### config.mk
export PLATFORM = sky130hd
export DESIGN_NAME = comp2_serial_sched
export DESIGN_NICKNAME = d
export VERILOG_FILES = /design/src/rtl/comp2_serial_sched.sv
export SDC_FILE = /design/constraint.sdc
export NUM_CORES = 1
export LEC_CHECK = 0
export ABC_AREA = 0
export CAP_MARGIN = 20
export CORE_MARGIN = 10
export CORE_UTILIZATION = 35
export CTS_BUF_LIST = sky130_fd_sc_hd__clkbuf_16
export CTS_CLUSTER_DIAMETER = 30
export DETAILED_ROUTE_END_ITERATION = 7
export HOLD_SLACK_MARGIN = 0.03
export PLACE_DENSITY = 0.73
export SYNTH_ARGS = -nofsm -noshare
export SYNTH_HDL_FRONTEND = slang
export SYNTH_SLANG_ARGS = --single-unit
### constraint.sdc
create_clock -name clk -period 2.2 [get_ports clk]
set_input_delay 0.44 -clock clk [delete_from_list [all_inputs] [get_ports clk]]
set_output_delay 0.44 -clock clk [all_outputs]
set_load 0.005 [all_outputs]
### src/rtl/comp2_serial_sched.sv
// Bit-serial two's-complement negation shared by two requesters via round-robin.
// One invert-and-increment half-adder cell is reused for WIDTH clocks per operand.

module comp2_cell (
  input  logic a,
  input  logic cin,
  output logic s,
  output logic cout
);
  logic b;
  assign b    = ~a;
  assign s    = b ^ cin;
  assign cout = b & cin;
endmodule

module comp2_serial_sched #(
  parameter int WIDTH = 6,
  parameter int CNT_W = 3
) (
  input  logic             clk,
  input  logic             rst_n,
  input  logic             req0_valid,
  input  logic [WIDTH-1:0] req0_data,
  output logic             req0_ready,
  input  logic             req1_valid,
  input  logic [WIDTH-1:0] req1_data,
  output logic             req1_ready,
  output logic             res_valid,
  output logic [WIDTH-1:0] res_data,
  output logic             res_ovf,
  output logic             res_src,
  input  logic             res_ready,
  output logic             busy
);
  typedef enum logic [1:0] {IDLE = 2'd0, RUN = 2'd1, DONE = 2'd2} state_t;

  state_t           state, state_nxt;
  logic [WIDTH-1:0] sh;
  logic [CNT_W-1:0] cnt;
  logic             carry, msb_in, last_served, src_q;
  logic             gnt, any_req, accept, sum_bit, carry_nxt;

  comp2_cell u_cell (.a(sh[0]), .cin(carry), .s(sum_bit), .cout(carry_nxt));

  // Tie goes to whoever was not served last; a lone requester always wins.
  always_comb begin
    any_req = req0_valid | req1_valid;
    gnt     = 1'b0;
    if (req0_valid && req1_valid) gnt = ~last_served;
    else                          gnt = req1_valid;
  end

  // Gated by rst_n so ready is low for the whole reset window, not just after.
  assign req0_ready = rst_n & (state == IDLE) & any_req & ~gnt;
  assign req1_ready = rst_n & (state == IDLE) & any_req &  gnt;
  assign accept     = (req0_valid & req0_ready) | (req1_valid & req1_ready);

  always_comb begin
    state_nxt = state;
    case (state)
      IDLE:    if (accept) state_nxt = RUN;
      RUN:     if (cnt == CNT_W'(WIDTH-1)) state_nxt = DONE;
      DONE:    if (res_ready) state_nxt = IDLE;
      default: state_nxt = IDLE;
    endcase
  end

  always_ff @(posedge clk or negedge rst_n) begin
    if (!rst_n) begin
      state       <= IDLE;
      sh          <= '0;
      cnt         <= '0;
      carry       <= 1'b0;
      msb_in      <= 1'b0;
      last_served <= 1'b1;
      src_q       <= 1'b0;
    end else begin
      state <= state_nxt;
      case (state)
        IDLE: if (accept) begin
          sh          <= gnt ? req1_data : req0_data;
          msb_in      <= gnt ? req1_data[WIDTH-1] : req0_data[WIDTH-1];
          carry       <= 1'b1;
          cnt         <= '0;
          src_q       <= gnt;
          last_served <= gnt;
        end
        RUN: begin
          sh    <= {sum_bit, sh[WIDTH-1:1]};
          carry <= carry_nxt;
          cnt   <= cnt + CNT_W'(1);
        end
        default: ;
      endcase
    end
  end

  assign res_valid = (state == DONE);
  assign res_data  = res_valid ? sh : '0;
  // Only the most-negative operand negates to itself.
  assign res_ovf   = res_valid & msb_in & sh[WIDTH-1] & ~|sh[WIDTH-2:0];
  assign res_src   = src_q;
  assign busy      = (state != IDLE);
endmodule

==> metrics.md <==
| Metric | Value |
|---|---|
| Width of the die | `69.7 um` |
| Full die area | `4860 um^2` |
| Post-synthesis sequential area ratio | `43.6%` |
| Congestion Overflow GR | `0` |
| CP arrival | `1660 ps` |
| Hold slack final | `477 ps` |
| Port buffer count | `28` |
| TritonRoute pass-1 iters | `4` |
| Peak VDD IR | `0.000797 V` |
| Post-CTS Hold Buffers | `0` |
| Min Clock Period, post-route | `2100 ps` |
| #FFs+latches synth | `15` |
| DRC violations left | `0` |
| Lkg Pwr | `0.595 nW` |
| Boundary pin count | `29` |
| Post-DRT Antenna Nets | `0` |
| Slew margin rel. | `62.6%` |
| Row cnt | `17` |
| Max-capacitance violation count | `0` |
| RSZ-0062 raised after global routing | `no` |
| Post-Route WL | `2.71 mm` |
| Run status | `completed` |
| Hold-critical path endpoint | `cnt[2]` |
| Synthesized net count | `112` |
| CTS tree | `done` |
| Synth top cells by count | `14 x dfrtp_1, 13 x nand2_1, 9 x inv_1, 9 x nor2_1` |
| Detailed Route Iter0 Violations | `51` |
| Layout cells sized above 1 | `18.9%` |
| Layout Skew | `1.35 ps` |
| FFs w/ async S/R, synth | `100%` |
| Pwr dens | `1200 nW/um^2` |
| Mean post-synth cell area | `9.40 um^2` |
| Clk slew on worst S/H paths | `50 ps` |
| Core outline area | `2280 um^2` |
| Syn Inst Count | `92` |
| R2R setup slack | `500 ps` |
| FMAX | `477 MHz` |
| Synth cell types | `32` |
| Post-route clock period utilization | `95.3%` |
| Cts bufs inserted | `3` |
| Antenna diodes | `0` |
| Ys flop type | `dfrtp_1` |
| Worst hold path type | `reg2reg` |
| H-Tree Depth | `1` |
| Tot GR Track Use | `11.3%` |
| Gpl congestion | `0.861` |
| Final hold violation count | `0` |
| Critical Path End Type | `output pin` |
| Largest net degree at the start of global routing | `18` |
| Die Y | `69.7 um` |
| Worst-path maximum fanout | `3` |
| Layout Utilization | `57.3%` |
| Final HPWL DP | `2.00 mm` |
| Power share of the clock group | `22.7%` |
| Starting Density | `38.0%` |
| CTS root buffer | `clkbuf_16` |
| Worst reg2reg path depth | `4` |
| Top-area cell type share of the netlist area | `40.5%` |
| Final setup TNS | `0 ps` |
| First-pass GRT wire length | `4.55 mm` |
| Finished Layout Cells | `155` |
| Startpoint Class | `primary input` |
| Synth warn | `0` |
| Most instantiated library cell after synthesis | `dfrtp_1` |
| Final Slew Violations | `0` |
| Tightest Pin Transition | `559 ps` |
| RR Endpoint | `sh[2]` |
| Cell taking the most area after synthesis | `dfrtp_1` |
| Final setup fails | `0` |
| Seq pwr share | `33.0%` |
| Avg Vias per Cell | `5.33` |
| Largest cells by area after synthesis | `dfrtp_1 41%, a221o_2 6.5%, nand2_1 5.6%, o32ai_1 5.1%, ha_1 4.3%` |
| Clock latency on the worst-skew pair | `250 ps` |
| Vias in the first global route | `901` |
| # clock sinks | `15` |
| Avg WL per Cell | `17.5 um` |
| Post-Syn Area | `865 um^2` |
| Worst Hold Path Cells | `1` |
| Hold path start | `cnt[2]` |
| CP required | `1760 ps` |
| Placed insts | `150` |
| CTS Buffer Depth | `2` |
| Critical R2R Launch | `state[0]` |
| Routed via count | `826` |
| Final Power | `1.57 mW` |
| Number of flops mapped to enable cells by yosys | `0` |
| Comb power frac | `44.2%` |
| Sw Pwr | `0.554 mW` |
| Internal power | `1.02 mW` |
| Switching Share | `35.2%` |
| Worst Path Class, Setup | `in2out` |
| Fin nets | `148` |
| Area growth from synthesis to layout | `50.9%` |
| Layout filler cell count | `197` |
| Initial antenna violation count | `0` |
area by class of cell:
class                      instances  area, um^2  area share, %
timing repair buffer              35         334           25.6
sequential                        15         379           29.1
clock buffer                       3        75.1           5.75
clock inverter                     1        5.00          0.384
multi-input combinational         64         443           33.9
tap                               28        35.0           2.68
inverter                           9        33.8           2.59
power by group through the flow:
stage	registers (mW)	clock network [mW]	logic [mW]
5_1_grt	0.544	0.379	0.778
3_5_place_dp	0.527	0	0.657
2_1_floorplan	0.497	0	0.444
6_report	0.520	0.357	0.696
4_1_cts	0.514	0.364	0.690
3_3_place_gp	0.517	0	0.634
routing by layer:
metal | up-vias | track usage, % | wire (um)
met3 | 2 | 3.57 | 125
met2 | 21 | 19.5 | 1320
met5 | - | 0 | 0
li1 | 404 | - | -
met1 | 399 | 12.8 | 1250
met4 | 0 | 3.26 | 26
critical path: stages:
cell and delay [ps]:
clkdlybuf4s50_1 480, nor3b_2 180, buf_4 140, nand3b_1 110, inv_1 70, dlygate4sd2_1 230
logic make-up after synthesis:
group / share of synthesized area (%)
AO/OA/AOI/OAI: 22.9
adder cells (fa/ha/maj): 4.34
buffers and inverters: 6.95
flip-flops: 43.6
multiplexers: 1.16
AND/OR/NAND/NOR: 21.1
repair_timing:
action / CTS / global route
endpoints found under the setup margin: 3 / 6
buffers inserted: 1 / 0
hold endpoints to repair: 0 / 0
gates resized for setup: 4 / 6
layout by cell type, fill, tap and decap left out, drive strengths merged, types with 2 or more instances in the layout:
master / instances
o21ai: 3
a221o: 6
dfrtp: 14
clkdlybuf4s50: 25
o32ai: 5
clkbuf: 3
o22ai: 2
inv: 9
nor2: 9
nor2b: 2
nand3b: 2
nand2: 13
buf: 7
ha: 3
o21a: 3
flip-flops by register name (all words and copies together), names as in the netlist:
register,flops
msb_in,1
carry,1
cnt,3
sh,6
last_served,1
state,2
res_src,1
per-stage QoR:
stage	setup slack, ps	area, um^2
after global routing	7.40	1310
after floorplan	755	865
final	104	1310
after global placement	-189	1200
after detailed placement	-206	1200
after CTS	10.7	1290
worst max-delay path by stage:
stage | slack (ps) | cells after the start | end | startpoint
floorplan | 760 | 3 | req1_ready | state[0]
global placement | -190 | 5 | req1_ready | rst_n
detailed placement | -210 | 5 | req1_ready | rst_n
CTS | 10 | 4 | res_ovf | state[1]
global route | 7 | 6 | req0_ready | rst_n
finish | 100 | 6 | req0_ready | rst_n
Power figures use the tool's default switching activity.
